File: config.mk
export PLATFORM = sky130hd
export DESIGN_NAME = frame_parser_crc16
export DESIGN_NICKNAME = d
export VERILOG_FILES = /design/src/rtl/frame_pkg.sv /design/src/rtl/frame_delay_line.sv /design/src/rtl/frame_parser_crc16.sv
export SDC_FILE = /design/constraint.sdc
export NUM_CORES = 1
export LEC_CHECK = 0
export CORE_ASPECT_RATIO = 2
export CORE_MARGIN = 10
export CORE_UTILIZATION = 40
export DETAILED_ROUTE_END_ITERATION = 10
export GPL_TIMING_DRIVEN = 0
export SYNTH_ARGS = -nofsm -noshare
export SYNTH_HDL_FRONTEND = slang
export SYNTH_SLANG_ARGS = --single-unit
export TNS_END_PERCENT = 50
File: constraint.sdc
create_clock -name clk_in -period 10.57 [get_ports clk_in]
set_input_delay 2.114 -clock clk_in [delete_from_list [all_inputs] [get_ports clk_in]]
set_output_delay 2.114 -clock clk_in [all_outputs]
set_load 0.01 [all_outputs]
File: src/rtl/frame_pkg.sv
// Shared types, constants and the CRC-16/CCITT word update for the frame parser.
package frame_pkg;

    typedef enum logic [1:0] {
        IDLE = 2'd0,
        HDR2 = 2'd1,
        CHAN = 2'd2,
        BODY = 2'd3
    } state_t;

    localparam logic [15:0] HDR_WORD_DEF  = 16'hE0E0;
    localparam logic [15:0] TAIL_WORD_DEF = 16'h0E0E;
    localparam logic [15:0] CRC16_POLY    = 16'h1021;
    localparam logic [15:0] CRC16_INIT    = 16'hFFFF;

    // One 16-bit word folded into the CRC, MSB first, no reflection.
    function automatic logic [15:0] crc16_word(input logic [15:0] crc,
                                               input logic [15:0] word);
        logic [15:0] c;
        c = crc;
        for (int i = 15; i >= 0; i--) begin
            if (c[15] ^ word[i]) begin
                c = {c[14:0], 1'b0} ^ CRC16_POLY;
            end else begin
                c = {c[14:0], 1'b0};
            end
        end
        return c;
    endfunction

endpackage

File: src/rtl/frame_delay_line.sv
// Three-entry word delay line. Holds back the CRC word and the first tail
// word so that payload is only committed once it is known not to be trailer.
module frame_delay_line
    import frame_pkg::*;
#(
    parameter int DATA_W = 16
) (
    input  logic              clk_i,
    input  logic              rst_i,
    input  logic              clear_i,
    input  logic              push_i,
    input  logic [DATA_W-1:0] data_i,
    output logic [DATA_W-1:0] word0_o,      // newest entry
    output logic [DATA_W-1:0] word1_o,      // entry in front of the newest
    output logic [DATA_W-1:0] eject_data_o, // oldest entry
    output logic [1:0]        count_o,
    output logic              eject_o
);

    logic [DATA_W-1:0] line_q [3];
    logic [1:0]        count_q;

    // Shift on push; clear wipes contents and count at the start of a frame.
    always_ff @(posedge clk_i) begin
        if (rst_i || clear_i) begin
            for (int i = 0; i < 3; i++) begin
                line_q[i] <= '0;
            end
            count_q <= 2'd0;
        end else if (push_i) begin
            line_q[0] <= data_i;
            line_q[1] <= line_q[0];
            line_q[2] <= line_q[1];
            if (count_q != 2'd3) begin
                count_q <= count_q + 2'd1;
            end
        end
    end

    assign word0_o      = line_q[0];
    assign word1_o      = line_q[1];
    assign eject_data_o = line_q[2];
    assign count_o      = count_q;
    assign eject_o      = push_i && (count_q == 2'd3);

endmodule

File: src/rtl/frame_parser_crc16.sv
// Frame receiver: header hunt, channel capture, payload buffering with a
// CRC-16/CCITT check, length checking and one packed record per good frame.
module frame_parser_crc16
    import frame_pkg::*;
#(
    parameter int          DATA_W    = 16,
    parameter int          MAX_WORDS = 8,
    parameter int          CH_W      = 8,
    parameter logic [15:0] HDR_WORD  = HDR_WORD_DEF,
    parameter logic [15:0] TAIL_WORD = TAIL_WORD_DEF,
    parameter logic [15:0] CRC_INIT  = CRC16_INIT,
    localparam int         LEN_W     = $clog2(MAX_WORDS + 1),
    localparam int         OUT_W     = LEN_W + CH_W + MAX_WORDS * DATA_W
) (
    input  logic              clk_in,
    input  logic              rst,
    input  logic [DATA_W-1:0] data_in,
    input  logic              data_valid,
    input  logic              fifo_full,
    output logic [OUT_W-1:0]  fifo_w_data,
    output logic              fifo_w_enable,
    output logic              crc_err,
    output logic              len_err,
    output logic              ovf_err,
    output logic              busy
);

    // Body word counter must reach MAX_WORDS+3 and still form body_cnt+1.
    localparam int CNT_W = $clog2(MAX_WORDS + 5);
    localparam logic [CNT_W-1:0] CNT_SAT  = CNT_W'(MAX_WORDS + 3);
    localparam logic [CNT_W-1:0] CNT_OVER = CNT_W'(MAX_WORDS + 2);

    state_t              state_q;
    logic [CH_W-1:0]     chan_q;
    logic [15:0]         crc_q;
    logic [CNT_W-1:0]    body_cnt_q;
    logic [DATA_W-1:0]   payload_q [MAX_WORDS];
    logic [OUT_W-1:0]    fifo_w_data_q;
    logic                fifo_w_enable_q;
    logic                crc_err_q;
    logic                len_err_q;
    logic                ovf_err_q;

    logic                dl_clear;
    logic                dl_push;
    logic [DATA_W-1:0]   dl_w0;
    logic [DATA_W-1:0]   dl_w1;
    logic [DATA_W-1:0]   dl_eject_data;
    logic [1:0]          dl_cnt;
    logic                dl_eject;

    logic [15:0]         crc_d;
    logic [CNT_W-1:0]    slot_idx;
    logic [CNT_W-1:0]    len_full;
    logic                tail_hit;
    logic                body_accept;
    logic [DATA_W-1:0]   slot_d [MAX_WORDS];
    logic [MAX_WORDS*DATA_W-1:0] payload_packed;
    logic [OUT_W-1:0]    record_d;

    assign body_accept = data_valid && (state_q == BODY);
    assign dl_push     = body_accept;
    assign dl_clear    = data_valid && (state_q == CHAN);

    frame_delay_line #(
        .DATA_W (DATA_W)
    ) u_delay (
        .clk_i        (clk_in),
        .rst_i        (rst),
        .clear_i      (dl_clear),
        .push_i       (dl_push),
        .data_i       (data_in),
        .word0_o      (dl_w0),
        .word1_o      (dl_w1),
        .eject_data_o (dl_eject_data),
        .count_o      (dl_cnt),
        .eject_o      (dl_eject)
    );

    // Next CRC, payload slot and tail detection for the word being accepted.
    always_comb begin
        crc_d    = dl_eject ? crc16_word(crc_q, dl_eject_data[15:0]) : crc_q;
        slot_idx = body_cnt_q - CNT_W'(3);
        len_full = body_cnt_q - CNT_W'(2);
        tail_hit = (dl_cnt != 2'd0) && (dl_w0 == TAIL_WORD) && (data_in == TAIL_WORD);
    end

    // Payload buffer with the ejected word merged in, so the record built at
    // the tail edge already contains the last payload word.
    generate
        for (genvar gi = 0; gi < MAX_WORDS; gi++) begin : g_slot
            assign slot_d[gi] = (dl_eject && (slot_idx == CNT_W'(gi))) ? dl_eject_data
                                                                        : payload_q[gi];
            assign payload_packed[(MAX_WORDS-gi)*DATA_W-1 -: DATA_W] = slot_d[gi];

            // Slot storage: cleared on reset and at channel capture.
            always_ff @(posedge clk_in) begin
                if (rst || dl_clear) begin
                    payload_q[gi] <= '0;
                end else if (body_accept) begin
                    payload_q[gi] <= slot_d[gi];
                end
            end
        end
    endgenerate

    assign record_d = {LEN_W'(len_full), chan_q, payload_packed};

    // Frame state machine with registered result pulses.
    always_ff @(posedge clk_in) begin
        if (rst) begin
            state_q         <= IDLE;
            chan_q          <= '0;
            crc_q           <= '0;
            body_cnt_q      <= '0;
            fifo_w_data_q   <= '0;
            fifo_w_enable_q <= 1'b0;
            crc_err_q       <= 1'b0;
            len_err_q       <= 1'b0;
            ovf_err_q       <= 1'b0;
        end else begin
            fifo_w_enable_q <= 1'b0;
            crc_err_q       <= 1'b0;
            len_err_q       <= 1'b0;
            ovf_err_q       <= 1'b0;
            if (data_valid) begin
                case (state_q)
                    IDLE: begin
                        if (data_in == HDR_WORD) begin
                            state_q <= HDR2;
                        end
                    end
                    HDR2: begin
                        state_q <= (data_in == HDR_WORD) ? CHAN : IDLE;
                    end
                    CHAN: begin
                        chan_q     <= data_in[CH_W-1:0];
                        crc_q      <= CRC_INIT;
                        body_cnt_q <= '0;
                        state_q    <= BODY;
                    end
                    BODY: begin
                        crc_q <= crc_d;
                        if (body_cnt_q != CNT_SAT) begin
                            body_cnt_q <= body_cnt_q + CNT_W'(1);
                        end
                        if (tail_hit) begin
                            state_q <= IDLE;
                            // Fewer than one payload word in front of CRC + tail.
                            if (body_cnt_q < CNT_W'(3)) begin
                                len_err_q <= 1'b1;
                            end else if (crc_d != dl_w1[15:0]) begin
                                crc_err_q <= 1'b1;
                            end else if (fifo_full) begin
                                ovf_err_q <= 1'b1;
                            end else begin
                                fifo_w_enable_q <= 1'b1;
                                fifo_w_data_q   <= record_d;
                            end
                        end else if (body_cnt_q >= CNT_OVER) begin
                            len_err_q <= 1'b1;
                            state_q   <= IDLE;
                        end
                    end
                    default: state_q <= IDLE;
                endcase
            end
        end
    end

    assign fifo_w_data   = fifo_w_data_q;
    assign fifo_w_enable = fifo_w_enable_q;
    assign crc_err       = crc_err_q;
    assign len_err       = len_err_q;
    assign ovf_err       = ovf_err_q;
    assign busy          = (state_q != IDLE);

endmodule
After elaboration in Yosys (flattened, before gate mapping)

Memory sizes are Yosys's and may differ from the RTL's.
Index checks and enable logic that the tools add are counted.

Output and inout bits: 145
Bits in read-only memories: 0
Logic and storage cells: 170
Memories: 2
Bits in latches: 0
RAM bits: 176
Input bits: 20
Register bits: 176

$add $sub $neg: 4
Shift operators: 0
Reductions and logical operators: 28
Mux-type cells: 55
Multiply operators: 0
$lt $le $gt $ge: 2
Divide/modulo/power cells: 0
Equal/unequal tests: 20
Bitwise operators: 49

Memories:

| memory         | words | width | read ports | clocked after Yosys merged registers in | write ports | RTL line                 | source |
|---|---|---|---|---|---|---|---|
| payload_q      | 8     | 16    | 8          | 0                                       | 8           | frame_parser_crc16.sv:37 | `logic [DATA_W-1:0] payload_q [MAX_WORDS];` |
| u_delay.line_q | 3     | 16    | 3          | 0                                       | 3           | frame_delay_line.sv:20   | `logic [DATA_W-1:0] line_q [3];` |

Operator list:

| cell                                              | count |
|---|---|
| two-way mux 16 bit                                | 20 |
| two-way mux 13 bit                                | 16 |
| inverter 3 bit                                    | 16 |
| == test 16 x 12 -> 1 bit (second input constant)  | 2 |
| one-hot mux 16 bit (2 select lines)               | 1 |
| == test 16 bit (second input constant)            | 1 |
| == test 4 x 3 -> 1 bit (second input constant)    | 4 |
| inequality test 16 bit                            | 1 |
| XOR 1 bit                                         | 16 |
| logical AND 1 bit                                 | 13 |
| two-way mux 1 bit                                 | 11 |
| OR 1 bit                                          | 11 |
| == test 4 x 2 -> 1 bit (second input constant)    | 2 |
| two-way mux 2 bit                                 | 4 |
| one-hot mux 2 bit (4 select lines)                | 1 |
| one-hot mux 4 bit (2 select lines)                | 1 |
| subtractor 4 x 2 -> 4 bit (second input constant) | 2 |
| == test 2 bit (second input constant)             | 3 |
| inverter 1 bit                                    | 6 |
| AND reduction 2 bit                               | 3 |
| AND reduction 3 bit                               | 2 |
| AND reduction 6 bit                               | 1 |
| nonzero test 2 bit                                | 3 |
| OR reduction 6 bit                                | 1 |
| 16 further kinds                                  | 17 |

Longest topological paths before layout

Depth after elaboration: 36
Gate-level depth with buffers: 16
Mapped depth without buffers: 10

Cells and area by module

From an unflattened synthesis, not the netlist that was laid out.

Cells, all modules: 1491
Area, all modules: 17262.8 sq um

Modules (own cells, without submodules):

| module             | times used | sequential area each (sq um) | cells an instance | area each (sq um) |
|---|---|---|---|---|
| frame_parser_crc16 | 1          | 7327.0                       | 1379              | 15369.7 |
| frame_delay_line   | 1          | 1481.4                       | 112               | 1893.1 |

Worst setup path before layout

OpenSTA, ideal clock, no wires.

Path type: input to register
Start point: input data_valid
End point: memory payload_q[0][0], enable pin
Library setup time: 1.431 ns
Required time: 9.139 ns
Buffers on the path: 1
Data arrival time: 5.435 ns
Stages on the path: 3
Setup slack: 3.704 ns
Path through: nand2_1 -> clkbuf_1 -> nand2_1

RTL lines:

| item               | RTL line                 | source |
|---|---|---|
| start: declaration | frame_parser_crc16.sv:18 | `input logic data_valid,` |
| end: declaration   | frame_parser_crc16.sv:37 |  |

Worst setup path after layout

Start point: input data_valid
End point: register fifo_w_data_q[111] (netlist: fifo_w_data[111])

Cells in the longest elaborated chain, start to end: 6
Elaborated cells between the ends (all ways): 8
Classes of those cells: eq/ne (1); mux (2); bitwise (1); reduce/logical (4)

Ends and longest elaborated chain:

| item                          | RTL line                  | source |
|---|---|---|
| logical AND 1 bit             | frame_parser_crc16.sv:61  | `assign body_accept = data_valid && (state_q == BODY);` |
| logical AND 1 bit             | frame_delay_line.sv:44    | `assign eject_o = push_i && (count_q == 2'd3);` |
| two-way mux 16 bit            | frame_parser_crc16.sv:82  | `crc_d = dl_eject ? crc16_word(crc_q, dl_eject_data[15:0]) : crc_q;` |
| inequality test 16 bit        | frame_parser_crc16.sv:152 | `end else if (crc_d != dl_w1[15:0]) begin` |
| inverter 1 bit (no line)      | -                         |  |
| AND reduction 6 bit (no line) | -                         |  |
| end signal: assignment        | frame_parser_crc16.sv:158 | `fifo_w_data_q <= record_d;` |
| end: declaration              | frame_parser_crc16.sv:38  | `logic [OUT_W-1:0] fifo_w_data_q;` |

Parallel ways exist; a longest one is shown, timed or not.
A chain may end at the register's enable or synchronous reset.

==> results.py <==
metrics = {
    "status": {
        "status": "completed",
    },
    "sta": {
        "fmax_ghz": 0.154,
        "maxSlewHeadroom_pct": 21.0,
        "finalSetupViolCount": 0,
        "rsz0062_at_grt": "no",
        "finClkSkew_ns": 0.0181,
        "slew_violations": 0,
        "fin_crit_ns": 6.48,
        "finalHoldViolations": 0,
        "hold_slack_ns": 0.472,
        "period_share_pct": 61.3,
        "tightestPinTransition_ns": 1.18,
        "setup_slack_ns": 4.09,
        "fin_tns_setup_ns": 0,
    },
    "floorplan": {
        "dieHeight_um": 303,
        "core_sq_um": 39600,
        "io_pins": 165,
        "initial_core_util_pct": 40.4,
        "num_rows": 103,
        "die_w_um": 161,
        "dieArea_sq_um": 48900,
    },
    "synth": {
        "synth_seq_area_share_pct": 55.0,
        "ys_types": 61,
        "synthFlopType": "edfxtp_1",
        "synth.cell_area_sq_um": 16000,
        "ys_async_sr_fraction_pct": 0,
        "synth-edff-count": 176,
        "avgSynthCellArea_sq_um": 10.4,
        "yosysWarnings": 0,
        "synth_cells": 1535,
        "ys_ff_latch": 352,
        "syn-num-nets": 1566,
    },
    "power_and_ir_drop": {
        "combPwrFrac_pct": 4.9,
        "p_seq_share_pct": 51.4,
        "p_clk_share_pct": 43.6,
        "internal_power_mw": 2.22,
        "p_switching_mw": 0.625,
        "power_mw": 2.84,
        "swShare_pct": 22.0,
        "p_leak_nw": 6.36,
        "vdd_drop_max_mv": 0.129,
        "p_per_area_nw_per_um2": 146,
    },
    "finish": {
        "num-nets-final": 1768,
        "final_cell_mix": "nor2_1 (185), dfxtp_1 (176), edfxtp_1 (176), clkdlybuf4s50_1 (164), a21oi_1 (161)",
        "antenna_cells": 0,
        "drive_gt1_share_pct": 4.71,
        "final_common_cell": "nor2_1",
        "syn2layout_area_growth_pct": 21.8,
        "fin_area_sq_um": 19500,
        "fill_cells": 3740,
    },
    "job": {
        "maxCapViolCount": 0,
    },
    "setup_path": {
        "cp.required_ns": 11.02,
        "cp-start-kind": "input pin",
        "reg2reg_depth": 13,
        "worstPathArrival_ns": 6.93,
        "crit_fanout": 10,
        "cp-end-kind": "flip-flop",
        "crit_type": "input pin to flip-flop",
    },
    "detailed_routing": {
        "wl_um": 50800,
        "vias": 12400,
        "route.antenna.remaining_nets": 0,
        "wl_per_cell_um": 22.2,
        "drtPass1Iterations": 5,
        "drc_errors": 0,
        "viasPerCell": 5.42,
        "drt_iter0_markers": 741,
    },
    "hold_path": {
        "hp-class": "flip-flop to flip-flop",
        "whs_path_depth": 2,
    },
    "clock_tree": {
        "insertion_delay_ns": 0.53,
        "clkTransAtPathRegs_ns": 0.06,
        "cts_resized": 0,
        "clock_sinks": 352,
        "cts_tree": "yes",
        "numCtsBuffers": 34,
        "holdBufCountCts": 0,
        "htreeDepth": 2,
        "cts-root-buf": "clkbuf_16",
        "postCtsSetupBuffers": 0,
        "clockBufferDepth": 3,
    },
    "global_route": {
        "use_met2_pct": 39.0,
        "busiest_layer": "met2",
        "overflow": 0,
        "grtUsageTotal_pct": 20.1,
        "grt_pass1_vias": 12700,
        "antenna_found_initial": 0,
        "grt_max_degree": 71,
        "use_met3_pct": 2.86,
        "grt_pass1_wl_um": 75500,
        "grt_use_met1_pct": 19.7,
    },
    "placed_design": {
        "pre_cts_slack_ns": 3.58,
        "io_buffers": 164,
        "place_congestion": 0.933,
        "placed_cell_area_sq_um": 18400,
        "dpl.hpwl_um": 37600,
    },
}
[critical path, cell delays in order]
cell and delay, ns:
clkdlybuf4s50_1 0.60, and4_1 0.35, clkbuf_1 0.41, clkbuf_1 0.46, clkbuf_1 0.50, nand2_1 0.18, nor2_1 0.87, clkbuf_1 0.65
mux2i_1 0.29, or3_1 0.36, a21oi_1 0.13
[cell usage after synthesis, types with 15 or more instances]
master | number | area (sq um)
nor2_1 | 185 | 694
o21ai_1 | 80 | 400
or3_1 | 133 | 832
clkbuf_1 | 118 | 443
nand2_1 | 32 | 120
a21oi_1 | 161 | 806
xnor2_1 | 42 | 368
and3_1 | 45 | 282
nor3_1 | 16 | 80.1
o21ai_0 | 74 | 370
mux2i_1 | 132 | 1320
edfxtp_1 | 176 | 5290
inv_1 | 15 | 56.3
dfxtp_1 | 176 | 3520
[logic make-up after synthesis]
family	Yosys count	share of synthesized area, %
buffers and inverters	160	4.28
adders and majority gates	11	0.860
and+or+nand+nor	466	14.7
muxes	132	8.26
xor gates and xnor gates	68	5.39
DFF	352	55.0
AOI/OAI and AO/OA	346	11.4
[area by class of cell]
cell class                 count  area (sq um)  area share [%]
timing repair buffer         166          1700            8.70
buffer                       145           628            3.22
inverter                      15          56.3           0.289
clock inverter                 4          23.8           0.122
multi-input combinational   1023          6520            33.4
clock buffer                  58          1110            5.67
tap                          525           657            3.37
sequential                   352          8810            45.2
[through the flow]
stage | instances | util (%)
floorplan | 1535 | -
detailed placement | 2226 | 46.4
global placement | 2224 | 46.3
finish | 2288 | 49.3
CTS | 2288 | 49.3
global route | 2288 | 49.3
[power groups by stage]
| stage | combinational (mW) | sequential [mW] | clock (mW) |
|---|---|---|---|
| 5_1_grt | 0.149 | 1.46 | 1.30 |
| 6_report | 0.141 | 1.46 | 1.24 |
| 3_5_place_dp | 0.140 | 1.49 | 0 |
| 4_1_cts | 0.140 | 1.46 | 1.26 |
| 3_3_place_gp | 0.135 | 1.50 | 0 |
| 2_1_floorplan | 0.0885 | 1.49 | 0 |
[metal layers]
metal | wire, um | up-vias
met4 | 2960 | 0
met1 | 17700 | 6012
met3 | 2140 | 140
met5 | 0 | -
met2 | 27900 | 336
li1 | - | 5912
[state kept, by name, indices dropped and copies added, names as in the netlist, named ones only]
name	cells
fifo_w_data	140
payload_q	128
u_delay.line_q	48
crc_q	16
chan_q	8
body_cnt_q	4
u_delay.count_o	2
crc_err	1
fifo_w_enable	1
len_err	1
ovf_err	1
state_q	1
[path summary, 6_finish.rpt]
check / from / end / slack (ns)
max: data_valid / fifo_w_data[111] / 4.09
min: fifo_w_data[4] / fifo_w_data[4] / 0.47
max reg2reg: u_delay.line_q[0][42] / fifo_w_data[99] / 5.56
min reg2reg: fifo_w_data[4] / fifo_w_data[4] / 0.47
No activity file was read; power rests on OpenSTA's default activity.
